--- config.mk ---
export PLATFORM = sky130hd
export DESIGN_NAME = mccu_quota_supervisor_flat
export DESIGN_NICKNAME = d
export VERILOG_FILES = /design/src/rtl/mccu_quota_supervisor_if.sv /design/src/rtl/mccu_quota_supervisor.sv /design/src/flat_wrapper.sv
export SDC_FILE = /design/constraint.sdc
export NUM_CORES = 1
export LEC_CHECK = 0
export CORE_UTILIZATION = 49
export CTS_CLUSTER_DIAMETER = 100
export DETAILED_ROUTE_END_ITERATION = 16
export GPL_TIMING_DRIVEN = 0
export PLACE_DENSITY = 0.88
export RECOVER_POWER = 25
export SLEW_MARGIN = 10
export SYNTH_ARGS = -nofsm -noshare
export SYNTH_HDL_FRONTEND = slang
export SYNTH_HIERARCHICAL = 1
export SYNTH_SLANG_ARGS = --single-unit
export TNS_END_PERCENT = 1
--- constraint.sdc ---
create_clock -name clk_i -period 3.88 [get_ports clk_i]
set_input_delay 0.776 -clock clk_i [delete_from_list [all_inputs] [get_ports clk_i]]
set_output_delay 0.776 -clock clk_i [all_outputs]
set_load 0.02 [all_outputs]
--- src/rtl/mccu_quota_supervisor_if.sv ---
// Bundles the MCCU-facing quota signals and the software-facing status/control
// of the quota supervisor.
interface mccu_quota_supervisor_if #(
  parameter int N_CORES    = 4,
  parameter int DATA_WIDTH = 32,
  parameter int CNT_WIDTH  = 16
);
  logic                                 enable_i;
  logic [N_CORES-1:0]                   irq_quota_i;
  logic [N_CORES-1:0][DATA_WIDTH-1:0]   quota_i;
  logic [N_CORES-1:0]                   irq_mask_i;
  logic [N_CORES-1:0]                   reload_en_i;
  logic [N_CORES-1:0]                   clear_i;
  logic [N_CORES-1:0]                   status_o;
  logic                                 irq_o;
  logic [N_CORES-1:0]                   update_quota_o;
  logic [N_CORES-1:0][CNT_WIDTH-1:0]    overrun_cnt_o;
  logic [N_CORES-1:0][CNT_WIDTH-1:0]    exhaust_cnt_o;

  modport master (
    output enable_i, irq_quota_i, quota_i, irq_mask_i, reload_en_i, clear_i,
    input  status_o, irq_o, update_quota_o, overrun_cnt_o, exhaust_cnt_o
  );
  modport slave (
    input  enable_i, irq_quota_i, quota_i, irq_mask_i, reload_en_i, clear_i,
    output status_o, irq_o, update_quota_o, overrun_cnt_o, exhaust_cnt_o
  );
endinterface

--- src/rtl/mccu_quota_supervisor.sv ---
// Quota supervisor: per-core sticky exhaustion status, overrun/episode counters,
// optional quota re-arm pulse, and one maskable combined interrupt.
module mccu_qs_core #(
  parameter int DATA_WIDTH = 32,
  parameter int CNT_WIDTH  = 16
) (
  input  logic                  clk_i,
  input  logic                  rstn_i,
  input  logic                  enable_i,
  input  logic                  irq_quota_i,
  input  logic [DATA_WIDTH-1:0] quota_i,
  input  logic                  reload_en_i,
  input  logic                  clear_i,
  output logic                  status_o,
  output logic                  update_quota_o,
  output logic [CNT_WIDTH-1:0]  overrun_cnt_o,
  output logic [CNT_WIDTH-1:0]  exhaust_cnt_o
);
  typedef enum logic [1:0] {IDLE, MONITOR, EXHAUSTED, RELOAD} state_e;

  localparam logic [CNT_WIDTH-1:0] CNT_MAX = '1;
  localparam logic [CNT_WIDTH-1:0] CNT_ONE = CNT_WIDTH'(1);

  state_e               state_q, state_d;
  logic                 status_q, status_d;
  logic [CNT_WIDTH-1:0] ovr_q, ovr_d, exc_q, exc_d;
  logic                 exh;

  assign exh = enable_i && (irq_quota_i || quota_i == '0);

  always_comb begin
    state_d  = state_q;
    status_d = status_q;
    ovr_d    = ovr_q;
    exc_d    = exc_q;
    case (state_q)
      IDLE: begin
        if (clear_i)  status_d = 1'b0;
        if (enable_i) state_d  = MONITOR;
      end
      MONITOR: begin
        if (clear_i) status_d = 1'b0;
        if (!enable_i) begin
          state_d = IDLE;
        end else if (exh) begin
          // exhaustion outranks a same-cycle acknowledge
          state_d  = EXHAUSTED;
          status_d = 1'b1;
          ovr_d    = '0;
          if (exc_q != CNT_MAX) exc_d = exc_q + CNT_ONE;
        end
      end
      EXHAUSTED: begin
        if (clear_i) begin
          status_d = 1'b0;
          state_d  = reload_en_i ? RELOAD : MONITOR;
        end else if (!enable_i) begin
          state_d = IDLE;
        end else if (ovr_q != CNT_MAX) begin
          ovr_d = ovr_q + CNT_ONE;
        end
      end
      RELOAD: state_d = enable_i ? MONITOR : IDLE;
      default: state_d = IDLE;
    endcase
  end

  always_ff @(posedge clk_i or negedge rstn_i) begin
    if (!rstn_i) begin
      state_q  <= IDLE;
      status_q <= 1'b0;
      ovr_q    <= '0;
      exc_q    <= '0;
    end else begin
      state_q  <= state_d;
      status_q <= status_d;
      ovr_q    <= ovr_d;
      exc_q    <= exc_d;
    end
  end

  // Moore output: async reset kills an in-flight pulse immediately
  assign update_quota_o = (state_q == RELOAD);
  assign status_o       = status_q;
  assign overrun_cnt_o  = ovr_q;
  assign exhaust_cnt_o  = exc_q;
endmodule

module mccu_quota_supervisor #(
  parameter int N_CORES    = 4,
  parameter int DATA_WIDTH = 32,
  parameter int CNT_WIDTH  = 16
) (
  input  logic                    clk_i,
  input  logic                    rstn_i,
  mccu_quota_supervisor_if.slave  bus
);
  logic [N_CORES-1:0]                status, update;
  logic [N_CORES-1:0][CNT_WIDTH-1:0] ovr, exc;

  for (genvar g = 0; g < N_CORES; g++) begin : g_core
    mccu_qs_core #(.DATA_WIDTH(DATA_WIDTH), .CNT_WIDTH(CNT_WIDTH)) u_core (
      .clk_i          (clk_i),
      .rstn_i         (rstn_i),
      .enable_i       (bus.enable_i),
      .irq_quota_i    (bus.irq_quota_i[g]),
      .quota_i        (bus.quota_i[g]),
      .reload_en_i    (bus.reload_en_i[g]),
      .clear_i        (bus.clear_i[g]),
      .status_o       (status[g]),
      .update_quota_o (update[g]),
      .overrun_cnt_o  (ovr[g]),
      .exhaust_cnt_o  (exc[g])
    );
  end

  assign bus.status_o       = status;
  assign bus.update_quota_o = update;
  assign bus.overrun_cnt_o  = ovr;
  assign bus.exhaust_cnt_o  = exc;
  // mask gates only the line, never the sticky status
  assign bus.irq_o          = |(status & ~bus.irq_mask_i);
endmodule

--- src/flat_wrapper.sv ---
// flat-port wrapper written by rule: the top's interface ports become plain ports
module mccu_quota_supervisor_flat 
#(
  parameter int N_CORES    = 4,
  parameter int DATA_WIDTH = 32,
  parameter int CNT_WIDTH  = 16
)
  (clk_i, rstn_i, bus_enable_i, bus_irq_quota_i, bus_quota_i, bus_irq_mask_i, bus_reload_en_i, bus_clear_i, bus_status_o, bus_irq_o, bus_update_quota_o, bus_overrun_cnt_o, bus_exhaust_cnt_o);
  mccu_quota_supervisor_if #(.N_CORES(N_CORES), .DATA_WIDTH(DATA_WIDTH), .CNT_WIDTH(CNT_WIDTH)) bus_i ();
  input  logic clk_i;
  input  logic rstn_i;
  input wire logic [$bits(bus_i.enable_i)-1:0] bus_enable_i;
  input wire logic [$bits(bus_i.irq_quota_i)-1:0] bus_irq_quota_i;
  input wire logic [$bits(bus_i.quota_i)-1:0] bus_quota_i;
  input wire logic [$bits(bus_i.irq_mask_i)-1:0] bus_irq_mask_i;
  input wire logic [$bits(bus_i.reload_en_i)-1:0] bus_reload_en_i;
  input wire logic [$bits(bus_i.clear_i)-1:0] bus_clear_i;
  output wire logic [$bits(bus_i.status_o)-1:0] bus_status_o;
  output wire logic [$bits(bus_i.irq_o)-1:0] bus_irq_o;
  output wire logic [$bits(bus_i.update_quota_o)-1:0] bus_update_quota_o;
  output wire logic [$bits(bus_i.overrun_cnt_o)-1:0] bus_overrun_cnt_o;
  output wire logic [$bits(bus_i.exhaust_cnt_o)-1:0] bus_exhaust_cnt_o;
  assign bus_i.enable_i = bus_enable_i;
  assign bus_i.irq_quota_i = bus_irq_quota_i;
  assign bus_i.quota_i = bus_quota_i;
  assign bus_i.irq_mask_i = bus_irq_mask_i;
  assign bus_i.reload_en_i = bus_reload_en_i;
  assign bus_i.clear_i = bus_clear_i;
  assign bus_status_o = bus_i.status_o;
  assign bus_irq_o = bus_i.irq_o;
  assign bus_update_quota_o = bus_i.update_quota_o;
  assign bus_overrun_cnt_o = bus_i.overrun_cnt_o;
  assign bus_exhaust_cnt_o = bus_i.exhaust_cnt_o;
  mccu_quota_supervisor #(.N_CORES(N_CORES), .DATA_WIDTH(DATA_WIDTH), .CNT_WIDTH(CNT_WIDTH)) u_core (.clk_i(clk_i), .rstn_i(rstn_i), .bus(bus_i));
endmodule
* After elaboration in Yosys (flattened, before gate mapping)
Cells that the tools add are included.
** Cells by class
- Add/subtract/negate cells :: 8
- Equality and inequality tests :: 52
- Muxes and demuxes :: 63
- Bitwise logic cells :: 2
- Reduce and logical (&&, ||, !) cells :: 41
** Operator list (number)
- $mux 16 :: 20
- $add 16x1->16 const B :: 8
- $logic_not 32->1 :: 4
- $ne 16x16->1 const B :: 8
- $pmux 16 s2 :: 4
- $ne 2x2->1 const B :: 24
- $mux 2 :: 18
- $pmux 2 s4 :: 4
- $ne 3x3->1 const B :: 8
- $reduce_and 6->1 :: 4
- $eq 2x2->1 const B :: 8
- $reduce_and 4->1 :: 4
- $reduce_bool 2->1 :: 8
- $mux 1 :: 13
- $reduce_and 3->1 :: 4
- $eq 2x1->1 const B :: 4
- $logic_not 2->1 :: 4
- $pmux 1 s2 :: 4
- $reduce_or 2->1 :: 4
- $and 4x4->4 :: 1
- $logic_and 1x1->1 :: 4
- $logic_or 1x1->1 :: 4
- $not 4->4 :: 1
- $reduce_or 4->1 :: 1
** Word-level totals
- Register bits after elaboration :: 140
- Input port bits :: 147

* Depth between registers and ports, before layout
Gate-level depths: netlist (run 1).
- Depth in word-level cells :: 6
- Depth in mapped cells :: 7

* By module
Netlist (run 1), hierarchy kept.
** By module, submodules not included
- mccu_qs_core (u_core.g_core[0].u_core ...) :: times used 3, cells an instance 213, area each 2015.7 um2
- mccu_qs_core (u_core.g_core[3].u_core) :: times used 1, cells an instance 201, area each 1924.3 um2
- mccu_quota_supervisor :: times used 1, cells an instance 5, area each 37.5 um2

* Worst setup path after synthesis (run 1)
OpenSTA, ideal clock, no wires.
- Path type :: input -> register
- Start point :: input bus_quota_i[120]
- End point :: register u_core.g_core[3].u_core.exc_q[14]
- Setup time :: 0.129 ns
- Arrival time :: 2.095 ns
- Path slack :: 1.655 ns
- Stages :: 7
- Cell sequence :: nor4_1 > nand4_1 > o21bai_1 > buf_2 > buf_1 > nand4_1 > xnor2_1
** Between the ends
- Word-level cells in the longest chain between the ends :: 4
** Ends and longest elaborated chain
- start, declared :: RTL line flat_wrapper.sv:14 : input wire logic [$bits(bus_i.quota_i)-1:0] bus_quota_i;
- $logic_not 32->1 :: RTL line mccu_quota_supervisor.sv:29 : assign exh = enable_i && (irq_quota_i || quota_i == '0);
- $logic_or 1x1->1 :: RTL line mccu_quota_supervisor.sv:29
- $logic_and 1x1->1 :: RTL line mccu_quota_supervisor.sv:29
- $reduce_and 4->1 (no source line)
- end signal, assigned :: RTL line mccu_quota_supervisor.sv:73 : exc_q <= '0;
- end signal, assigned :: RTL line mccu_quota_supervisor.sv:78 : exc_q <= exc_d;
- end, declared :: RTL line mccu_quota_supervisor.sv:26 : logic [CNT_WIDTH-1:0] ovr_q, ovr_d, exc_q, exc_d;
No other way between the ends.
A chain may end at the register's enable or synchronous reset.

* Worst setup path in the final report (run 1)
- Start point :: input bus_enable_i
- End point :: register u_core.g_core[3].u_core.ovr_q[9]
** Between the ends
- Word-level cells in the longest chain between the ends :: 3
- Elaborated cells between the ends (all ways) :: 5
** Ends and longest elaborated chain
- start, declared :: RTL line flat_wrapper.sv:12 : input wire logic [$bits(bus_i.enable_i)-1:0] bus_enable_i;
- $logic_and 1x1->1 :: RTL line mccu_quota_supervisor.sv:29
- $ne 2x2->1 (no source line)
- $reduce_and 6->1 (no source line) *
- end signal, assigned :: RTL line mccu_quota_supervisor.sv:77 : ovr_q <= ovr_d;
- end, declared :: RTL line mccu_quota_supervisor.sv:26
Mark *: on every way between the ends. The rest lies on a longest branch, timed or not.

==> results of run 1 <==
## synth_stat cells (4+ instances only)
library cell / count / share of area (%)
o41ai_1: 4 / 0.44
a22o_1: 8 / 0.87
nor4b_1: 6 / 0.66
clkbuf_1: 11 / 0.52
a21oi_1: 17 / 1.1
nor2_1: 52 / 2.4
nor2b_1: 15 / 1.2
inv_1: 13 / 0.61
and4_1: 19 / 2.1
nand4_1: 39 / 3.0
xor2_1: 39 / 4.3
o31ai_1: 15 / 1.4
dfrtp_1: 140 / 44
o21ai_0: 30 / 1.9
o21a_1: 4 / 0.37
and2_1: 14 / 1.1
o22a_1: 15 / 1.6
ha_1: 8 / 1.2
a221o_1: 9 / 1.1
buf_2: 7 / 0.44
nand3_1: 45 / 2.8
nor3b_1: 11 / 1.0
nand2_1: 85 / 4.0
a31oi_1: 12 / 0.94
and3_1: 23 / 1.8
a211o_1: 7 / 0.77
nor3_1: 50 / 3.1
xnor2_1: 19 / 2.1
nor4_1: 45 / 3.5
nand2b_1: 6 / 0.47
or3_1: 4 / 0.31
a21o_1: 6 / 0.56
mux2_2: 8 / 1.1
## flip-flops by register name (all words and copies together), names as in the netlist
name,flops
u_core/g_core.u_core/overrun_cnt_o,64
u_core/g_core.u_core/exhaust_cnt_o,64
u_core/g_core.u_core/status_o,4
u_core/g_core.u_core/state_q,8
## final cells by class
cell class	instances	area, um^2
Multi-Input combinational cell	670	4340
Fill cell	1179	4210
Sequential cell	140	3500
Timing Repair Buffer	284	2840
Clock buffer	25	505
Tap cell	216	270
Buffer	22	114
Clock inverter	6	108
Inverter	13	48.8
Antenna cell	1	2.50
## worst max path at each step
stage,endpoint,slack [ns]
after CTS,bus_irq_o,0.90
final,u_core/g_core[3].u_core/overrun_cnt_o[9],0.81
after detailed placement,u_core/g_core[3].u_core/overrun_cnt_o[13],0.51
after global routing,u_core/g_core[3].u_core/overrun_cnt_o[2],0.66
after global placement,u_core/g_core[0].u_core/exhaust_cnt_o[0],-3.59
after floorplan,u_core/g_core[3].u_core/exhaust_cnt_o[14],1.66
## per-stage QoR
step / hold slack, ns / utilization, % / total power (uW) / std cells
floorplan: 0.480 / - / 2120 / 845
global placement: 0.491 / 69.7 / 2600 / 1344
detailed placement: 0.505 / 69.9 / 2630 / 1345
CTS: 0.356 / 73.7 / 4330 / 1376
global route: 0.367 / 73.6 / 4450 / 1377
finish: 0.325 / 73.6 / 4290 / 1377
## power by group through the flow
| stage | Combinational (uW) | Clock (uW) | Sequential (uW) |
|---|---|---|---|
| 5_1_grt | 957 | 1760 | 1740 |
| 2_1_floorplan | 298 | 0 | 1830 |
| 6_report | 889 | 1690 | 1720 |
| 3_5_place_dp | 889 | 0 | 1740 |
| 3_3_place_gp | 861 | 0 | 1730 |
| 4_1_cts | 894 | 1720 | 1720 |
## cells by family (layout without fill, tap and decap cells)
kind of cell | Yosys count | after routing
AND/OR/NAND/NOR | 442 | 442
AO/OA/AOI/OAI | 151 | 151
flip-flops | 140 | 140
XOR/XNOR | 58 | 58
buffers and inverters | 35 | 350
multiplexers | 11 | 11
adder cells (fa/ha/maj) | 8 | 8
other | 0 | 1
## cells in the final DEF (no fill, tap or decap), types with 17 or more instances in the layout
master | netlist | final
clkdlybuf4s50_1 | 0 | 282
dfrtp_1 | 140 | 140
nand2_1 | 85 | 85
nor2_1 | 52 | 52
nor3_1 | 50 | 50
nand3_1 | 45 | 45
nor4_1 | 45 | 45
nand4_1 | 39 | 39
xor2_1 | 39 | 39
o21ai_0 | 30 | 30
and3_1 | 23 | 23
and4_1 | 19 | 19
xnor2_1 | 19 | 19
clkbuf_16 | 0 | 17
a21oi_1 | 17 | 17
## layer usage
metal | vias to the layer above | part of all wire, % | global-route usage [%]
met2 | 395 | 50 | 50.1
met1 | 4022 | 40 | 35.0
met5 | - | 0 | 0
met4 | 0 | 2.4 | 12.2
met3 | 46 | 7.6 | 6.48
li1 | 3815 | - | -
## worst reg2reg max path, stage by stage (launching register included)
cell	delay, ns
dfrtp_1	0.43
nor3b_1	0.32
nand2_1	0.12
a21oi_1	0.62
clkbuf_1	0.44
a31oi_1	0.15
a31oi_1	0.17
==> summary.md, run 1 <==
| Metric | Value |
|---|---|
| Pins over their slew limit | `80` |
| Starting Density | `50.2%` |
| Post-DRT Antenna Nets | `0` |
| Die X | `130 um` |
| R2r endpoint | `u_core/g_core[3].u_core/overrun_cnt_o[9]` |
| Worst-path cell chain | `clkdlybuf4s50_1, nand2_1, a21oi_1, clkbuf_1, a31oi_1, a31oi_1` |
| Cts hold-fix bufs | `0` |
| CTS tree | `done` |
| Hpwl dp | `18200 um` |
| CP Max Fanout | `20` |
| CP bufs+invs | `2` |
| Crit path launch | `bus_enable_i` |
| Sinks on Clock Net | `140` |
| Post-Layout Inst Area | `11700 um^2` |
| Main combinational cell family by area after synthesis | `simple AND/OR/NAND/NOR gates` |
| Syn_nets | `1000` |
| Initial antenna violation count | `1` |
| Clk network pwr share | `39.3%` |
| Unique cell type count in the Yosys netlist | `62` |
| Core box area | `15900 um^2` |
| Max_slew headroom | `-29.8%` |
| Slowest cell on crit path | `clkdlybuf4s50_1` |
| Worst reg2reg startpoint | `u_core/g_core[3].u_core/state_q[0]` |
| Setup_tns | `0 ns` |
| Logic pwr share | `20.7%` |
| Flops & latches, synth | `140` |
| Netlist Area Pre-Place | `8010 um^2` |
| HP Class | `input port to asynchronous set/reset pin` |
| Most Frequent Cell on Critical Path | `a31oi_1` |
| DP Area | `11100 um^2` |
| Die Height | `130 um` |
| First-iteration detailed-routing DRC count | `636` |
| GRT Resource Usage Total | `29.0%` |
| Failing checks | `max-capacitance violations, max-slew violations` |
| Clk_skew | `0.00802 ns` |
| Global-route wire length before repair | `38200 um` |
| Final Cycle Share | `79.2%` |
| Row count | `46` |
| Synthesis-to-layout area growth | `46.5%` |
| Dpl ws | `0.505 ns` |
| GPL Wtd Cong | `0.911` |
| Share of power burned in registers | `40.0%` |
| Sw Pwr | `1180 uW` |
| Int Pwr | `3120 uW` |
| DRC violations left | `0` |
| Crit end category | `flop` |
| Final setup viols | `0` |
| Crit start category | `input port` |
| Die area | `16900 um^2` |
| Post-synth ARST share | `100%` |
| Cells after Synth | `845` |
| EDFF count, synth | `0` |
| Post-synthesis adder-cell area fraction | `1.25%` |
| Cell family with most CP delay | `buffers and inverters` |
| WL/cell | `17.9 um` |
| Leakage power | `0.00485 uW` |
| H-tree depth | `4` |
| Pin count of the biggest net entering global routing | `80` |
| CP Data Arrival Time | `3.41 ns` |
| RSZ-0062 raised after global routing | `false` |
| Crit path required time | `4.22 ns` |
| Simple-gate portion of the synthesized area | `30.8%` |
| Post-cts resize count | `0` |
| CP peak stage delay | `1.07 ns` |
| Sw frac | `27.4%` |
| Avg Cell Area, Syn | `9.48 um^2` |
| Fraction of layout cells with a size suffix above 1 | `7.07%` |
| Flop-to-flop setup slack | `1.54 ns` |
| Worst Tran Pin Value | `1.95 ns` |
| R2R cell count | `6` |
| DR vias/cell | `6.01` |
| Setup bufs post-CTS | `0` |
| IO buf count | `283` |
| Final Hold Vio Count | `0` |
| Sequential element share of the synthesized area | `43.7%` |
| Max cap viols | `1` |
| Synthesis warning total | `6` |
| Fin crit period | `3.07 ns` |
| Global route total overflow | `0` |
| Detailed Route WL | `24700 um` |
| Most used flip-flop cell after synthesis | `dfrtp_1` |
| Clock slew at reported path FFs | `0.06 ns` |
| CTS buffer count | `17` |
| Mux share of post-synthesis cell area | `1.69%` |
| DRT Pass-1 Iters | `5` |
| Fmax | `325 MHz` |
| Nets | `1303` |
| IO Count | `284` |
| CP Class | `input port to flop` |
| Vias | `8278` |
| CTS max path bufs | `2` |
| Worst path depth | `6` |
| Final WS setup | `0.807 ns` |
| Clock Latency Late Sink | `0.41 ns` |
| Power Dens Cells | `366 nW/um^2` |
| Status | `complete, but fails checks` |
| Synth Area in Compound Gates | `14.2%` |
| Peak supply drop | `0.332 mV` |
| Number of global-route vias before repair | `7782` |
| XOR/XNOR Fraction of Synth Area | `6.34%` |
| Clock root buffer | `clkbuf_16` |
Note: power is estimated with default switching activity, not from simulation.
==> run 2, diff against run 1 <==
CORE_UTILIZATION = 46   (was 49)
PLACE_DENSITY = 0.84   (was 0.88)
clock period = 3.2 ns   (was 3.88 ns; I/O delays follow)
==> run 2 against run 1 <==
Net effect: the run still ends with max-capacitance violations, max-slew violations left; first-iteration DRC count rose by 3.1%; critical path type unchanged; largest cell class unchanged; core utilization is 3.8 points lower; highest routed layer unchanged; routed wire length shrank 2.1%; cell area about the same; sequential cell count is the same; cell count rose by 0.44%; sequential share of layout area is essentially flat.
==> summary.md, run 2 (synthesis results as in run 1) <==
| Metric | Value |
|---|---|
| Crit path required time | `3.53 ns` |
| Global route total overflow | `0` |
| Clock root buffer | `clkbuf_16` |
| Commonest non-fill, non-tap cell in the layout | `clkdlybuf4s50_1` |
| GRT Resource Usage Total | `27.2%` |
| HP Class | `flop to flop` |
| Cell family with most CP delay | `buffers and inverters` |
| Sinks on Clock Net | `140` |
| Number of global-route vias before repair | `7975` |
| Most frequent cells in the layout | `clkdlybuf4s50_1, dfrtp_1, nand2_1, nor2_1, nor3_1` |
| Max_slew headroom | `-59.2%` |
| DRT Pass-1 Iters | `5` |
| CP Class | `input port to flop` |
| Clk network pwr share | `38.0%` |
| Pin count of the biggest net entering global routing | `53` |
| CTS buffer count | `17` |
| Setup bufs post-CTS | `0` |
| Crit path launch | `bus_enable_i` |
| Clock Latency Late Sink | `0.42 ns` |
| Die area | `17900 um^2` |
| Worst-path cell chain | `clkdlybuf4s50_1, nand2_1, a21oi_1, clkbuf_1, a21oi_1, a31oi_1` |
| Post-DRT Antenna Nets | `0` |
| Synthesis-to-layout area growth | `46.5%` |
| Global-route wire length before repair | `38700 um` |
| Crit start category | `input port` |
| Max cap viols | `1` |
| Row count | `47` |
| Failing checks | `max-capacitance violations, max-slew violations` |
| Register area | `3500 um^2` |
| Initial antenna violation count | `1` |
| Worst Tran Pin Value | `2.39 ns` |
| Logic pwr share | `21.2%` |
| CTS max path bufs | `2` |
| Final core utilization | `69.8%` |
| Clock slew at reported path FFs | `0.06 ns` |
| Power Dens Cells | `434 nW/um^2` |
| Slowest cell on crit path | `clkdlybuf4s50_1` |
| IO Count | `284` |
| Peak supply drop | `0.373 mV` |
| Layout Cells excl Fill | `1383` |
| Share of power burned in registers | `40.9%` |
| Final setup viols | `0` |
| Leakage power | `0.00484 uW` |
| Detailed Route WL | `24100 um` |
| CP Data Arrival Time | `3.19 ns` |
| Fmax | `350 MHz` |
| Status | `complete, but fails checks` |
| RSZ-0062 raised after global routing | `false` |
| WL/cell | `17.5 um` |
| Hpwl dp | `17900 um` |
| GPL Wtd Cong | `0.861` |
| Cts hold-fix bufs | `0` |
| Fraction of layout cells with a size suffix above 1 | `7.40%` |
| Sw frac | `28.8%` |
| Setup_tns | `0 ns` |
| First-iteration detailed-routing DRC count | `656` |
| Nets | `1304` |
| Sw Pwr | `1470 uW` |
| Crit end category | `flop` |
| CP bufs+invs | `2` |
| Worst reg2reg startpoint | `u_core/g_core[3].u_core/overrun_cnt_o[0]` |
| Post-cts resize count | `0` |
| Dpl ws | `-0.0562 ns` |
| Starting Density | `47.6%` |
| Hold Startpoint | `u_core/g_core[2].u_core/exhaust_cnt_o[13]` |
| Fill cells | `1306` |
| Die X | `134 um` |
| Int Pwr | `3620 uW` |
| Pins over their slew limit | `41` |
| Vias | `8128` |
| Final Hold Vio Count | `0` |
| Final Power | `5090 uW` |
| CP peak stage delay | `0.97 ns` |
| H-tree depth | `4` |
| CTS tree | `done` |
| Dpl cells | `1350` |
| DRC violations left | `0` |
| Footprint of the multi-input gates | `4340 um^2` |
| Die Height | `134 um` |
| Final Cycle Share | `89.2%` |
| Clk_skew | `0.00759 ns` |
| IO buf count | `283` |
| CP Max Fanout | `20` |
| Most Frequent Cell on Critical Path | `a21oi_1` |
| Fin crit period | `2.85 ns` |
| Core box area | `16800 um^2` |
| DR vias/cell | `5.88` |
| Final WS setup | `0.346 ns` |
## run 2: cell types whose count changed in the layout (fill, tap and decap cells not counted)
cell / change
clkbuf_2: -1
buf_16: +1
bufinv_16: -2
clkinvlp_4: +3
clkinv_4: +1
clkbuf_1: -2
clkinv_2: +2
## run 2: worst register-to-register path: stages (launching register included)
cell	delay, ns
dfrtp_1	0.42
ha_1	0.26
nand3_2	0.14
nor4_1	0.07
a21oi_1	0.59
clkbuf_1	0.47
a21oi_1	0.17
a31oi_1	0.18
## run 2: layout make-up
cell class | count | share of cell area (%)
multi-input combinational | 670 | 37.0
sequential | 140 | 29.9
timing repair buffer | 285 | 24.4
clock buffer | 22 | 4.21
tap | 220 | 2.35
buffer | 22 | 0.970
clock inverter | 10 | 0.757
inverter | 13 | 0.416
antenna | 1 | 0.0213
## run 2: stage by stage
stage                     hold slack (ns)  cell area [um^2]
after floorplan                     0.344              8010
after global placement              0.480             11100
after detailed placement            0.483             11200
after CTS                           0.124             11800
after global routing                0.510             11700
final                               0.497             11700
## run 2: path summary, 6_finish.rpt
check	endpoint	depth (start not counted)	slack, ns
max	u_core/g_core[3].u_core/overrun_cnt_o[10]	6	0.35
min	u_core/g_core[2].u_core/exhaust_cnt_o[13]	1	0.50
max reg2reg	u_core/g_core[3].u_core/overrun_cnt_o[10]	7	0.81
min reg2reg	u_core/g_core[2].u_core/exhaust_cnt_o[13]	1	0.50
max in group asynchronous	u_core/g_core[3].u_core/exhaust_cnt_o[11]	3	0.64
min in group asynchronous	u_core/g_core[2].u_core/exhaust_cnt_o[0]	1	0.93
## run 2: power by group through the flow
stage / sequential, uW / combinational [uW] / clock [uW]
finish: 2080 / 1080 / 1930
floorplan: 2210 / 361 / 0
global route: 2110 / 1150 / 2050
CTS: 2080 / 1090 / 1970
detailed placement: 2110 / 1080 / 0
global placement: 2100 / 1050 / 0
## run 2: per-layer routing
metal	wire, um	track usage (%)
met1	9510	31.9
met2	12100	47.4
met3	1930	6.58
met4	589	11.6
met5	0	0
